===== src/rtl/mioc_wand_pulse_rx.sv =====
// mioc_wand_pulse_rx: receive-side monitor for the open-drain wired-AND line.
// The raw line is synchronised and glitch-filtered into line_q. Each low pulse
// of line_q is timed in clocks, and the width is handed to the host over a
// valid/ready slot. A result that arrives while the slot is still occupied
// is dropped and flagged.
// Optional build macro: MIOC_WAND_STUCK_DET_EN. When it is defined, the block
// raises stuck_lo once the line has been low for STUCK_LIM clocks. When it is
// undefined, stuck_lo is tied to 0.
module mioc_wand_pulse_rx #(
  parameter int FILT_LEN  = 4,
  parameter int CNT_W     = 16,
  parameter int STUCK_LIM = 1000
) (
  input  logic             clk,
  input  logic             rst_n,
  input  logic             line_in,
  output logic             line_q,
  output logic             fall_p,
  output logic             rise_p,
  output logic [CNT_W-1:0] pw_data,
  output logic             pw_ovf,
  output logic             pw_valid,
  input  logic             pw_ready,
  output logic             drop_p,
  output logic             stuck_lo
);

  localparam int               FC_W    = $clog2(FILT_LEN + 1);
  localparam logic [FC_W-1:0]  FC_LAST = FC_W'(FILT_LEN - 1);
  localparam logic [CNT_W-1:0] WC_MAX  = '1;
  localparam logic [CNT_W-1:0] WC_ONE  = CNT_W'(1);

  localparam logic [0:0] ST_IDLE = 1'b0;
  localparam logic [0:0] ST_MEAS = 1'b1;

  logic             r_sync1;
  logic             r_sync2;
  logic             r_line_q;
  logic [FC_W-1:0]  r_filt_cnt;
  logic             r_fall_p;
  logic             r_rise_p;
  logic [0:0]       r_state;
  logic [CNT_W-1:0] r_wcnt;
  logic             r_ovf;
  logic [CNT_W-1:0] r_pw_data;
  logic             r_pw_ovf;
  logic             r_pw_valid;
  logic             r_drop_p;

  logic             w_diff;
  logic             w_toggle;
  logic             w_fall;
  logic             w_rise;
  logic             w_xfer;
  logic             w_cap_ok;
  logic             w_wc_sat;
  logic             w_meas_inc;
  logic [CNT_W-1:0] w_wc_inc;

  // The filter counts samples that disagree with line_q. The toggle fires on
  // the edge where the count would reach FILT_LEN, so both edges of the line
  // see the same 2+FILT_LEN latency.
  assign w_diff     = (r_sync2 != r_line_q);
  assign w_toggle   = w_diff && (r_filt_cnt == FC_LAST);
  assign w_fall     = w_toggle && r_line_q;
  assign w_rise     = w_toggle && !r_line_q;
  assign w_xfer     = r_pw_valid && pw_ready;
  assign w_cap_ok   = !r_pw_valid || w_xfer;
  assign w_wc_sat   = (r_wcnt == WC_MAX);
  assign w_wc_inc   = r_wcnt + WC_ONE;
  assign w_meas_inc = (r_state == ST_MEAS) && !w_rise;

  // Two-flop synchroniser. It idles high to match the pull-up.
  always_ff @(posedge clk or negedge rst_n) begin
    if (!rst_n) begin
      r_sync1 <= 1'b1;
      r_sync2 <= 1'b1;
    end else begin
      r_sync1 <= line_in;
      r_sync2 <= r_sync1;
    end
  end

  // Glitch filter: line_q changes only after FILT_LEN disagreeing samples in a row.
  always_ff @(posedge clk or negedge rst_n) begin
    if (!rst_n) begin
      r_line_q   <= 1'b1;
      r_filt_cnt <= '0;
    end else if (!w_diff) begin
      r_filt_cnt <= '0;
    end else if (w_toggle) begin
      r_line_q   <= ~r_line_q;
      r_filt_cnt <= '0;
    end else begin
      r_filt_cnt <= r_filt_cnt + FC_W'(1);
    end
  end

  // Edge pulses are registered together with line_q, so they mark its first new-level cycle.
  always_ff @(posedge clk or negedge rst_n) begin
    if (!rst_n) begin
      r_fall_p <= 1'b0;
      r_rise_p <= 1'b0;
    end else begin
      r_fall_p <= w_fall;
      r_rise_p <= w_rise;
    end
  end

  // Measurement FSM: time the low phase. The counter saturates at all-ones and flags overflow.
  always_ff @(posedge clk or negedge rst_n) begin
    if (!rst_n) begin
      r_state <= ST_IDLE;
      r_wcnt  <= '0;
      r_ovf   <= 1'b0;
    end else if (w_fall) begin
      r_state <= ST_MEAS;
      r_wcnt  <= WC_ONE;
      r_ovf   <= 1'b0;
    end else if (w_rise) begin
      r_state <= ST_IDLE;
    end else if (w_meas_inc) begin
      if (w_wc_sat) begin
        r_ovf  <= 1'b1;
      end else begin
        r_wcnt <= w_wc_inc;
      end
    end
  end

  // Result slot: load on rise if empty or draining this cycle; otherwise drop the new width.
  always_ff @(posedge clk or negedge rst_n) begin
    if (!rst_n) begin
      r_pw_data  <= '0;
      r_pw_ovf   <= 1'b0;
      r_pw_valid <= 1'b0;
      r_drop_p   <= 1'b0;
    end else begin
      r_drop_p <= 1'b0;
      if (w_rise) begin
        if (w_cap_ok) begin
          r_pw_data  <= r_wcnt;
          r_pw_ovf   <= r_ovf;
          r_pw_valid <= 1'b1;
        end else begin
          r_drop_p   <= 1'b1;
        end
      end else if (w_xfer) begin
        r_pw_valid <= 1'b0;
      end
    end
  end

`ifdef MIOC_WAND_STUCK_DET_EN
  // A limit the counter can never represent must never match its truncated value.
  localparam bit               ST_REACH   = (STUCK_LIM >= 1) &&
                                            (longint'(STUCK_LIM) < (longint'(1) << CNT_W));
  localparam logic [CNT_W-1:0] ST_LIM_V   = CNT_W'(STUCK_LIM);
  localparam bit               ST_AT_FALL = ST_REACH && (STUCK_LIM == 1);

  logic r_stuck_lo;

  // Stuck-low flag: set when the width counter steps onto STUCK_LIM, cleared on the rise.
  always_ff @(posedge clk or negedge rst_n) begin
    if (!rst_n) begin
      r_stuck_lo <= 1'b0;
    end else if (w_rise) begin
      r_stuck_lo <= 1'b0;
    end else if (w_fall) begin
      r_stuck_lo <= ST_AT_FALL;
    end else if (ST_REACH && w_meas_inc && !w_wc_sat && (w_wc_inc == ST_LIM_V)) begin
      r_stuck_lo <= 1'b1;
    end
  end

  assign stuck_lo = r_stuck_lo;
`else
  // STUCK_LIM has no effect in this build; the expression folds to a constant 0.
  assign stuck_lo = 1'b0 & (STUCK_LIM != 0);
`endif

  assign line_q   = r_line_q;
  assign fall_p   = r_fall_p;
  assign rise_p   = r_rise_p;
  assign pw_data  = r_pw_data;
  assign pw_ovf   = r_pw_ovf;
  assign pw_valid = r_pw_valid;
  assign drop_p   = r_drop_p;

endmodule


===== config.mk =====
export PLATFORM = sky130hd
export DESIGN_NAME = mioc_wand_pulse_rx
export DESIGN_NICKNAME = d
export VERILOG_FILES = /design/src/rtl/mioc_wand_pulse_rx.sv
export SDC_FILE = /design/constraint.sdc
export NUM_CORES = 1
export LEC_CHECK = 0
export BUFFER_PORTS_ARGS = -buffer_cell sky130_fd_sc_hd__buf_2
export CORE_MARGIN = 2
export CORE_UTILIZATION = 45
export CTS_BUF_LIST = sky130_fd_sc_hd__clkbuf_8
export DETAILED_ROUTE_END_ITERATION = 10
export SLEW_MARGIN = 20
export SYNTH_ARGS = -nofsm -noshare
export SYNTH_HDL_FRONTEND = slang
export SYNTH_SLANG_ARGS = --single-unit

===== constraint.sdc =====
create_clock -name clk -period 4.2 [get_ports clk]
set_clock_uncertainty 0.05 [all_clocks]
set_input_delay 0.84 -clock clk [delete_from_list [all_inputs] [get_ports clk]]
set_output_delay 0.84 -clock clk [all_outputs]
set_load 0.1 [all_outputs]

==> results of run 1 <==
worst reg2reg max path: stages, from the launching register on:
cell and delay, ns:
dfrtp_1 0.36, ha_1 0.19, nor2b_1 0.27, nand3b_1 0.40, o21ai_1 0.51, o221ai_1 0.22
stage by stage:
stage | utilization | hold slack [ns]
2_1_floorplan | - | 0.295
3_3_place_gp | 0.509 | 0.296
3_5_place_dp | 0.509 | 0.303
4_1_cts | 0.532 | 0.315
5_1_grt | 0.532 | 0.315
6_report | 0.532 | 0.312
routing by layer:
metal / global-route usage / up-vias / share of wire
met1: 0.236 / 715 / 0.49
met3: 0.0458 / 4 / 0.035
li1: - / 697 / -
met4: 0.0377 / 0 / 0.010
met2: 0.252 / 26 / 0.46
met5: 0 / - / 0
cells in the final DEF (no fill, tap or decap), types with 3 or more instances in the layout:
| master | count |
|---|---|
| dfrtp_1 | 42 |
| buf_2 | 25 |
| mux2_2 | 18 |
| nand2_1 | 16 |
| inv_1 | 11 |
| clkbuf_8 | 7 |
| nand2b_1 | 6 |
| o21ai_0 | 6 |
| nand3_1 | 6 |
| or3_1 | 6 |
| mux2i_1 | 6 |
| o221ai_1 | 5 |
| nand4_1 | 4 |
| o2111ai_1 | 4 |
| nor4_1 | 4 |
| dfstp_2 | 3 |
final cells by class:
| cell class | count | area [µm²] |
|---|---|---|
| fill | 398 | 2070 |
| sequential | 45 | 1130 |
| multi-input combinational | 114 | 877 |
| timing repair buffer | 26 | 133 |
| clock buffer | 7 | 96.3 |
| tap | 52 | 65.1 |
| inverter | 11 | 41.3 |
| clock inverter | 1 | 5.00 |
cell families after synthesis:
logic type,Yosys count,synth area share
muxes,24,0.126
adders and majority gates,2,0.0120
DFF,45,0.543
buffers and inverters,16,0.0349
AOI/OAI and AO/OA,26,0.0945
and+or+nand+nor,59,0.179
other,1,0.00180
xor gates and xnor gates,2,0.00843
how the worst min path moves through the flow:
stage / from / end / slack, ns / depth (start not counted)
after global routing: r_sync1 / r_sync2 / 0.31 / 0
after floorplan: r_sync1 / r_sync2 / 0.30 / 0
final: r_sync1 / r_sync2 / 0.31 / 0
after CTS: r_sync1 / r_sync2 / 0.31 / 0
after detailed placement: r_sync1 / r_sync2 / 0.30 / 0
after global placement: r_sync1 / r_sync2 / 0.30 / 0
registers in the layout, indices dropped and copies added, names as in the netlist:
name        flops
drop_p          1
fall_p          1
line_q          1
pw_data        16
pw_ovf          1
pw_valid        1
r_filt_cnt      3
r_ovf           1
r_state         1
r_sync1         1
r_sync2         1
r_wcnt         16
rise_p          1
report_power, final:
part	switching [µW]	internal, µW
Combinational	349	110
Clock	136	149
Sequential	75.3	507
Total	560	765
==> flow_summary.json, run 1 <==
{
  "area_delta_synth_final_pct": 12.9,
  "ys.flop_type": "dfrtp_1",
  "detailed_place_hpwl_mm": 2.68,
  "worstReg2RegStart": "r_filt_cnt[0]",
  "critPathRequiredTime_ns": 3.31,
  "gp_congestion": 0.786,
  "tightest_slew_ns": 0.957,
  "worst-path-stages": 1,
  "fin_crit_ns": 2.21,
  "ant_nets": 0,
  "dp_slack_ns": 1.90,
  "hold_buffers": 0,
  "power_density_nw_per_um2": 565,
  "h-tree-depth": 2,
  "std_cell_rows": 24,
  "cts_inserted_buffers": 5,
  "ys_seq_area_frac": 0.543,
  "synth_top_area_share": 0.505,
  "syn_avg_cell_area_um2": 11.9,
  "cts_tree": "yes",
  "drc": 0,
  "synth.distinct_cells": 42,
  "grt_pass1_wl_mm": 6.73,
  "grt_max_degree": 46,
  "yosysWarnings": 0,
  "hold_path.class": "reg -> reg",
  "dpl_cell_area_um2": 2250,
  "rsz0062_at_grt": "false",
  "synth_edf_count": 0,
  "clk_pin_slew_ns": 0.08,
  "r2r_slack_ns": 2.05,
  "leakage_uw": 0.00116,
  "pin_count": 27,
  "critPathSlowestCell": "dfstp_2",
  "clk-insertion-delay-late_ns": 0.29,
  "num_vias": 1442,
  "clockBufferDepth": 2,
  "numClockSinks": 45,
  "grt.total_usage": 0.165,
  "nets": 209,
  "antenna_found_initial": 0,
  "ir_drop_v": 0.000506,
  "ys_top_cells_by_count": "dfrtp_1 (42), mux2_2 (18), nand2_1 (16), inv_1 (11)",
  "final_cell_area_um2": 2350,
  "yosysMostFrequentCell": "dfrtp_1",
  "crit_family": "flip-flops",
  "finalCritPeriodShare": 0.526,
  "post-place-cells": 248,
  "end_kind": "primary output",
  "firstDrtPassIters": 4,
  "power.total_uw": 1330,
  "cp-startpoint": "line_q",
  "synthDominantAreaCellType": "dfrtp_1",
  "instances_no_fill": 256,
  "reg2reg_to": "r_wcnt[12]",
  "cp.buffers_inverters": 1,
  "die-area_um2": 5180,
  "ys_ff_latch": 45,
  "synth_nets": 181,
  "port_buffers": 25,
  "async_flop_share": 1.00,
  "avgViaCountPerCell": 5.63,
  "post_cts_buffers": 0,
  "crit_chain": "buf_2",
  "ctsResizeCount": 0,
  "grt_overflow": 0,
  "worstRegToRegCells": 5,
  "cts-root-buf": "clkbuf_8",
  "totalWireLength_mm": 3.81,
  "startpoint_type": "register",
  "fmax_mhz": 452,
  "crit_type": "reg -> out",
  "diodes": 0,
  "start_util": 0.471,
  "slew_violations": 0,
  "fp.dieW_um": 72.0,
  "cp-endpoint": "line_q",
  "finalHoldViolCount": 0,
  "synth.area.top_cells": "dfrtp_1 (51%), mux2_2 (9.7%), dfstp_2 (3.8%)",
  "netlist_area_um2": 2080,
  "routedWlPerCell_um": 14.9,
  "coreArea_um2": 4410,
  "first_iter_violations": 97,
  "setup_viol_count_final": 0,
  "status": "complete, no violations",
  "die_h_um": 72.0,
  "synth_cells": 175,
  "grt_pass1_vias": 1382,
  "final.setup.tns_ns": 0,
  "cp.arrival_ns": 1.32,
  "layout_setup_ws_ns": 1.99,
  "layout-drive-gt1-share": 0.294,
  "path_max_fanout": 7,
  "cap_viol_max_count": 0,
  "critical-path-max-stage-delay_ns": 0.59,
  "slew_headroom": 0.362
}
(Power assumes the default switching activity.)
==> inputs of run 2 (changes only) <==
--- a/config.mk
+++ b/config.mk
@@ -10,6 +10,7 @@
 export CORE_UTILIZATION = 45
 export CTS_BUF_LIST = sky130_fd_sc_hd__clkbuf_8
 export DETAILED_ROUTE_END_ITERATION = 10
+export PLACE_DENSITY = 0.67
 export SLEW_MARGIN = 20
 export SYNTH_ARGS = -nofsm -noshare
 export SYNTH_HDL_FRONTEND = slang
==> constraint.sdc (replaced) <==
create_clock -name clk -period 1.9 [get_ports clk]
set_clock_uncertainty 0.05 [all_clocks]
set_input_delay 0.38 -clock clk [delete_from_list [all_inputs] [get_ports clk]]
set_output_delay 0.38 -clock clk [all_outputs]
set_load 0.1 [all_outputs]
==> run 2 against run 1 <==
Critical path depth rose by 4. Register-to-register slack got worse by 2.0 ns. Combinational power rose to 2.9 times the previous value. Final area rose by 13%. Wire length rose by 18%. Via count rose by 10%. Worst setup slack got worse by 2.0 ns. Final cell count rose by 11%. Sequential power rose by 120%. Flip-flop and latch count did not move. Critical path type is now reg -> reg.
==> flow_summary.json, run 2 (synthesized netlist as in run 1, its figures left out) <==
{
  "nets": 236,
  "clk-insertion-delay-late_ns": 0.30,
  "pin_count": 27,
  "grt.total_usage": 0.194,
  "layout.cells.most_common": "dfrtp_1",
  "area_delta_synth_final_pct": 28.0,
  "rsz0062_at_grt": "true",
  "cap_viol_max_count": 0,
  "path_max_fanout": 8,
  "final_cell_area_um2": 2660,
  "first_iter_violations": 73,
  "drc": 0,
  "fp.dieW_um": 72.0,
  "setup_viol_count_final": 0,
  "diodes": 0,
  "leakage_uw": 0.00132,
  "finalHoldViolCount": 0,
  "clockBufferDepth": 2,
  "status": "complete, no violations",
  "totalWireLength_mm": 4.50,
  "fin_crit_ns": 1.89,
  "power_density_nw_per_um2": 1180,
  "seq_area_um2": 1130,
  "multi_input_area_um2": 956,
  "ir_drop_v": 0.000878,
  "startpoint_type": "register",
  "die-area_um2": 5180,
  "avgViaCountPerCell": 5.62,
  "instances_no_fill": 283,
  "dpl_cell_area_um2": 2470,
  "start_util": 0.471,
  "slew_violations": 0,
  "std_cell_rows": 24,
  "coreArea_um2": 4410,
  "antenna_found_initial": 0,
  "h-tree-depth": 2,
  "numClockSinks": 45,
  "detailed_place_hpwl_mm": 3.20,
  "fmax_mhz": 530,
  "firstDrtPassIters": 4,
  "routedWlPerCell_um": 15.9,
  "hold_path.class": "in -> reg",
  "port_buffers": 25,
  "grt_overflow": 0,
  "cts_inserted_buffers": 5,
  "clk_pin_slew_ns": 0.08,
  "critPathRequiredTime_ns": 2.03,
  "die_h_um": 72.0,
  "crit_type": "reg -> reg",
  "layout-drive-gt1-share": 0.420,
  "cts_tree": "yes",
  "grt_pass1_wl_mm": 7.75,
  "grt_max_degree": 29,
  "layout_common_cells": "dfrtp_1 (41), buf_2 (24), buf_4 (23), mux2_2 (18)",
  "end_kind": "register",
  "cts-root-buf": "clkbuf_8",
  "num_vias": 1591,
  "ant_nets": 0,
  "gp_congestion": 0.826,
  "cp.arrival_ns": 2.02,
  "grt_pass1_vias": 1629,
  "fill_cells": 366,
  "finalCritPeriodShare": 0.993,
  "post-place-cells": 270
}
[run 2: worst paths after layout]
path                       slack (ns)    start     endpoint  depth (start not counted)
hold / removal                   0.13  line_in      r_sync1                          1
setup reg to reg                 0.01   line_q    r_wcnt[0]                          5
setup / recovery                 0.01   line_q    r_wcnt[0]                          5
hold reg to reg                  0.31  r_sync1      r_sync2                          0
max in group asynchronous        0.73    rst_n      r_sync1                          3
min in group asynchronous        0.50    rst_n  pw_data[10]                          2
[run 2: worst max-delay path: stages, from the launching register on]
cell     delay (ns)
dfstp_4        0.65
xnor2_4        0.15
o21a_1         0.40
o21ai_4        0.11
buf_12         0.16
mux2_2         0.25
[run 2: power by group]
part / leakage [µW] / internal [µW] / switching, µW
Combinational: 0.000672 / 432 / 901
Sequential: 0.000595 / 1130 / 129
Clock: 0.0000519 / 246 / 306
[run 2: through the flow]
step | total power [µW] | util | setup WS [ns] | hold slack (ns) | setup TNS, ns
2_1_floorplan | 2160 | - | 0.00107 | 0.0344 | 0
6_report | 3140 | 0.603 | 0.0129 | 0.130 | 0
3_5_place_dp | 2530 | 0.559 | 0.00184 | 0.296 | 0
3_3_place_gp | 2480 | 0.559 | 0.0961 | 0.284 | 0
4_1_cts | 3100 | 0.581 | 0.0100 | 0.116 | 0
5_1_grt | 3300 | 0.603 | -0.0315 | 0.120 | -0.127
[run 2: timing repair]
action	in CTS	in global routing
endpoints found under the hold margin	17	0
endpoints found under the setup margin	2	29
gates resized for setup	2	12
hold buffers	1	0
buffers inserted	0	4
pin swaps	0	4
[run 2: layout make-up]
cell class,count,share of cell area
sequential,45,0.426
multi-input combinational,114,0.359
timing repair buffer,53,0.145
clock buffer,5,0.0258
tap,52,0.0244
inverter,11,0.0155
clock inverter,3,0.00423
[run 2: layer usage]
metal | track usage | vias up | share of wire
met5 | 0 | - | 0
met4 | 0.0713 | 0 | 0.020
met3 | 0.0472 | 10 | 0.040
met2 | 0.312 | 43 | 0.50
met1 | 0.256 | 784 | 0.44
li1 | - | 754 | -
